`config.mk`:
```
export PLATFORM = sky130hd
export DESIGN_NAME = bus_bridge_bidir
export DESIGN_NICKNAME = d
export VERILOG_FILES = /design/src/rtl/bus_bridge_bidir.sv
export SDC_FILE = /design/constraint.sdc
export NUM_CORES = 1
export LEC_CHECK = 0
export BUFFER_PORTS_ARGS = -buffer_cell sky130_fd_sc_hd__buf_2
export CAP_MARGIN = 5
export CELL_PAD_IN_SITES_DETAIL_PLACEMENT = 0
export CELL_PAD_IN_SITES_GLOBAL_PLACEMENT = 1
export CORE_AREA = 5 5 80 82
export DETAILED_ROUTE_END_ITERATION = 8
export DIE_AREA = 0 0 85 87
export PLACE_DENSITY = 0.82
export REMOVE_ABC_BUFFERS = 1
export SYNTH_ARGS = -nofsm -noshare
export SYNTH_HDL_FRONTEND = slang
export SYNTH_SLANG_ARGS = --single-unit
```
`constraint.sdc`:
```
create_clock -name clk -period 2.3 [get_ports clk]
set_input_delay 0.46 -clock clk [delete_from_list [all_inputs] [get_ports clk]]
set_output_delay 0.46 -clock clk [all_outputs]
set_load 0.05 [all_outputs]
```
`src/rtl/bus_bridge_bidir.sv`:
```
// Bidirectional bus bridge: forwards whichever side requests first to the other side,
// with registered outputs, a fixed turnaround gap and a saturating transfer counter.
module bus_bridge_bidir #(
    parameter int unsigned      WIDTH    = 8,
    parameter logic [WIDTH-1:0] IDLE_VAL = {WIDTH{1'b1}},
    parameter int unsigned      TURN_CYC = 1,
    parameter bit               PRIO_A   = 1'b1
) (
    input  logic             clk,
    input  logic             rst,
    input  logic [WIDTH-1:0] a_in,
    output logic [WIDTH-1:0] a_out,
    output logic             a_oe,
    input  logic [WIDTH-1:0] b_in,
    output logic [WIDTH-1:0] b_out,
    output logic             b_oe,
    output logic [1:0]       dir,
    output logic             contention,
    output logic [15:0]      xfer_cnt
);

    localparam int unsigned CntW = $clog2(TURN_CYC + 1);

    typedef enum logic [1:0] {
        StIdle = 2'b00,
        StA2B  = 2'b01,
        StB2A  = 2'b10,
        StTurn = 2'b11
    } state_e;

    state_e            state_q, state_d;
    logic [WIDTH-1:0]  a_out_q, a_out_d, b_out_q, b_out_d;
    logic              a_oe_q, a_oe_d, b_oe_q, b_oe_d;
    logic              contention_q, contention_d;
    logic [15:0]       xfer_cnt_q, xfer_cnt_d;
    logic [CntW-1:0]   turn_cnt_q, turn_cnt_d;

    logic a_req, b_req;
    assign a_req = (a_in != IDLE_VAL);
    assign b_req = (b_in != IDLE_VAL);

    always_ff @(posedge clk) begin
        if (rst) begin
            state_q <= StIdle;
        end else begin
            state_q <= state_d;
        end
    end

    always_comb begin
        state_d = state_q;
        unique case (state_q)
            StIdle: begin
                if (a_req && (!b_req || PRIO_A)) begin
                    state_d = StA2B;
                end else if (b_req) begin
                    state_d = StB2A;
                end
            end
            StA2B:   if (!a_req) state_d = StTurn;
            StB2A:   if (!b_req) state_d = StTurn;
            StTurn:  if (turn_cnt_q <= CntW'(1)) state_d = StIdle;
            default: state_d = StIdle;
        endcase
    end

    // Keyed on state_d so the first forwarded word leaves on the same edge that enters A2B/B2A.
    always_comb begin
        a_out_d      = a_out_q;
        b_out_d      = b_out_q;
        a_oe_d       = 1'b0;
        b_oe_d       = 1'b0;
        contention_d = (state_q == StIdle) && a_req && b_req;
        xfer_cnt_d   = xfer_cnt_q;
        turn_cnt_d   = turn_cnt_q;
        unique case (state_d)
            StA2B: begin
                b_oe_d  = 1'b1;
                b_out_d = a_in;
            end
            StB2A: begin
                a_oe_d  = 1'b1;
                a_out_d = b_in;
            end
            default: ;
        endcase
        if ((state_q == StA2B || state_q == StB2A) && state_d == StTurn) begin
            turn_cnt_d = CntW'(TURN_CYC);
            if (xfer_cnt_q != 16'hFFFF) xfer_cnt_d = xfer_cnt_q + 16'd1;
        end else if (state_q == StTurn && turn_cnt_q != '0) begin
            turn_cnt_d = turn_cnt_q - CntW'(1);
        end
    end

    always_ff @(posedge clk) begin
        if (rst) begin
            a_out_q      <= IDLE_VAL;
            b_out_q      <= IDLE_VAL;
            a_oe_q       <= 1'b0;
            b_oe_q       <= 1'b0;
            contention_q <= 1'b0;
            xfer_cnt_q   <= 16'h0000;
            turn_cnt_q   <= '0;
        end else begin
            a_out_q      <= a_out_d;
            b_out_q      <= b_out_d;
            a_oe_q       <= a_oe_d;
            b_oe_q       <= b_oe_d;
            contention_q <= contention_d;
            xfer_cnt_q   <= xfer_cnt_d;
            turn_cnt_q   <= turn_cnt_d;
        end
    end

    assign a_out      = a_out_q;
    assign b_out      = b_out_q;
    assign a_oe       = a_oe_q;
    assign b_oe       = b_oe_q;
    assign dir        = state_q;
    assign contention = contention_q;
    assign xfer_cnt   = xfer_cnt_q;

endmodule
```
==> run summary <==
* result of the run: complete, no violations
* ratio of final minimum period to clock period: 92.6%
* wire length of the first global-routing pass: 7510 um
* fin. max-slew vios: 0
* arrival time worst endpoint: 2310 ps
* sequential-to-total area share from yosys stat: 40.4%
* Sinks on Clock Net: 37
* Comb pwr share: 52.1%
* clock network latency to the later pin of the worst-skew pair: 290 ps
* critical path startpoint category: register
* Worst Path Required: 2480 ps
* max-cap violations: 0
* Avg Cell Area, Syn: 9.39 sq um
* Die Wd: 85 um
* Overall Global Routing Usage: 12.4%
* Post-Route Skew: 3.43 ps
* portion of synthesized cell area occupied by the leading cell type: 40.4%
* Max stage delay cell, worst path: sky130_fd_sc_hd__or3_2
* largest stage delay on the critical path: 510 ps
* IO Pins: 55
* post-synthesis cell area: 1830 sq um
* number of distinct library cell variants in the gate-level netlist after synthesis: 48
* count of buffering cells on the critical path with inverters included: 2
* number of failing hold endpoints at the final stage: 0
* Iter 0 DRT Violations: 78
* net total in the final layout: 279
* routability cong.: 0.803
* detailed-router iteration count before antenna repair: 4
* master cell of the clock root buffer: sky130_fd_sc_hd__clkbuf_8
* remaining global-route overflow: 0
* Chip Height: 87 um
* synthesis-to-layout area growth: 27.5%
* via-per-instance ratio: 5.06
* final worst path period need: 2130 ps
* hold crit path type: primary input to register
* critical path fanouts, max: 11
* post-route ant nets: 0
* number of global-route vias before repair: 1683
* maximum frequency from static timing analysis: 470 MHz
* total power: 0.00263 W
* switching part of the total power: 45.0%
* summed negative setup slack over all endpoints: 0 ps
* total routed wirelength: 4450 um
* number of antenna violations at the first check in global routing: 0
* share of async-settable or async-resettable flops after synthesis: 0%
* DR DRC count: 0
* critical path, cell by cell: buf_4, ha_1, or3_2, nand4_2, nor3_1, buf_4, nand4_1, mux2_2
* DP Worst Slack: 32.2 ps
* routed vias: 1680
* dpl hpwl: 3290 um
* warning count from the yosys run: 0
* # diodes: 0
* CP most frequent cell: sky130_fd_sc_hd__buf_4
* power per standard cell area: 1120 nW/um^2
* type of destination of the critical path: register
* Internal: 0.00145 W
* flop and latch count out of synthesis: 37
* most frequently used cell type in the post-synthesis netlist: sky130_fd_sc_hd__dfxtp_1
* switching component of the power: 0.00118 W
* Inserted Clock Buffers: 5
* count of flip-flops with a built-in enable after synthesis: 0
* Post-Synthesis Cells: 195
* share of layout cells above drive strength 1: 38.5%
* synth cell count leaders: sky130_fd_sc_hd__dfxtp_1, sky130_fd_sc_hd__a211o_1, sky130_fd_sc_hd__nor2_1
* Clock power frac: 16.9%
* placed cell count: 324
* Max IR drop VDD: 0.000593 V
* Worst Max-Slew Pin Slew: 797 ps
* family with the most delay on the worst path: simple AND/OR/NAND/NOR gates
* non-filler cells in the finished layout: 332
* initial core utilization: 32.3%
* Sequential Power Share: 31.1%
* Total Die Area: 7400 sq um
* pin count of the biggest net entering global routing: 46
* number of inserted filler cells in the final layout: 617
* worst setup path class: register to register
* drt wl/cell: 13.4 um
* number of rows created at floorplan: 28
* number of buffers on the longest clock path: 2
* clock tree from TritonCTS: done
* static leakage: 1.01 nW
* fin util: 41.2%
* most area-hungry cell type in the Yosys netlist: sky130_fd_sc_hd__dfxtp_1
* number of buffer cells added on primary ports: 54
* H-tree levels: 2
* PnR worst setup slack: 171 ps
* most used flip-flop cell after synthesis: sky130_fd_sc_hd__dfxtp_1
* setup repair after global routing missed its margin: false
* clk slew on worst S/H paths: 70 ps
* top cells by area, synth: sky130_fd_sc_hd__dfxtp_1, sky130_fd_sc_hd__a211o_1, sky130_fd_sc_hd__nor2b_1
* hold buffers post-CTS: 0
* Finish-stage setup viols: 0
* core area: 5680 sq um
* tightest slew margin relative to the limit: 46.9%
sequential cells by signal, indices dropped and copies added, names as in the netlist:
register / count
b_out: 8
a_oe: 1
dir: 2
contention: 1
xfer_cnt: 16
b_oe: 1
a_out: 8
what timing repair did:
| item | CTS | global route |
|---|---|---|
| setup endpoints to repair | 0 | 15 |
| gates resized for setup | 0 | 5 |
| setup buffers | 0 | 0 |
per-stage QoR:
stage | hold WS [ps] | area [sq um]
5_1_grt | 393 | 2340
4_1_cts | 389 | 2310
3_3_place_gp | 439 | 2230
3_5_place_dp | 445 | 2230
6_report | 400 | 2340
2_1_floorplan | 529 | 1780
final timing paths:
check | startpoint | end | slack [ps] | cells after the start
max | dir[0]$_SDFF_PP0_ | xfer_cnt[3]$_SDFFE_PP0P_ | 170 | 8
min | a_in[4] | b_out[4]$_SDFFE_PP1P_ | 400 | 2
max reg2reg | dir[0]$_SDFF_PP0_ | xfer_cnt[3]$_SDFFE_PP0P_ | 170 | 8
min reg2reg | a_out[3]$_SDFFE_PP1P_ | a_out[3]$_SDFFE_PP1P_ | 460 | 1
area by class of cell:
type	count	area [sq um]	share of cell area, %
Inverter	3	11.3	0.482
Clock buffer	6	72.6	3.11
Clock inverter	2	10.0	0.428
Timing Repair Buffer	64	358	15.3
Sequential cell	37	741	31.7
Multi-Input combinational cell	145	1050	44.9
Tap cell	75	93.8	4.02
power groups by stage:
stage	Sequential, W	Combinational [W]	Clock, W
after floorplan	0.00128	0.000459	0
after global placement	0.000830	0.00133	0
after detailed placement	0.000831	0.00135	0
after CTS	0.000817	0.00135	0.000460
after global routing	0.000835	0.00147	0.000492
final	0.000816	0.00137	0.000443
placed cells by master, fill, tap and decap left out, types with 3 or more instances in the layout:
cell type                  netlist  layout
sky130_fd_sc_hd__nand2b_1        3       3
sky130_fd_sc_hd__xnor2_1         3       3
sky130_fd_sc_hd__buf_4           1       9
sky130_fd_sc_hd__o21ai_0         4       4
sky130_fd_sc_hd__mux2_2          6       6
sky130_fd_sc_hd__dfxtp_1        37      37
sky130_fd_sc_hd__nand3_1         7       7
sky130_fd_sc_hd__buf_2           2      54
sky130_fd_sc_hd__inv_1           3       3
sky130_fd_sc_hd__nand4_1         7       7
sky130_fd_sc_hd__ha_1            5       4
sky130_fd_sc_hd__nand4_2         3       3
sky130_fd_sc_hd__nor2_1         16      16
sky130_fd_sc_hd__and3_1         12      12
sky130_fd_sc_hd__a21oi_1         5       5
sky130_fd_sc_hd__a211o_1        16      16
sky130_fd_sc_hd__nand2_1         4       3
sky130_fd_sc_hd__clkbuf_8        0       5
sky130_fd_sc_hd__nor3_1          7       6
sky130_fd_sc_hd__nor2b_1        14      14
cell families after synthesis:
group / after synthesis / share of synthesized area [%]
buffers and inverters: 13 / 3.69
AOI/OAI and AO/OA: 37 / 15.4
muxes: 7 / 4.23
and+or+nand+nor: 93 / 31.4
DFF: 37 / 40.4
xor gates and xnor gates: 3 / 1.43
adders and majority gates: 5 / 3.42
metal layers:
metal	global-route usage, %	routed length, um	vias to the layer above
met5	0	0	-
met4	3.45	54	0
met3	3.22	194	7
met2	22.4	2180	35
met1	14.4	2020	800
li1	-	-	838
No activity file was read; power rests on OpenSTA's default activity.
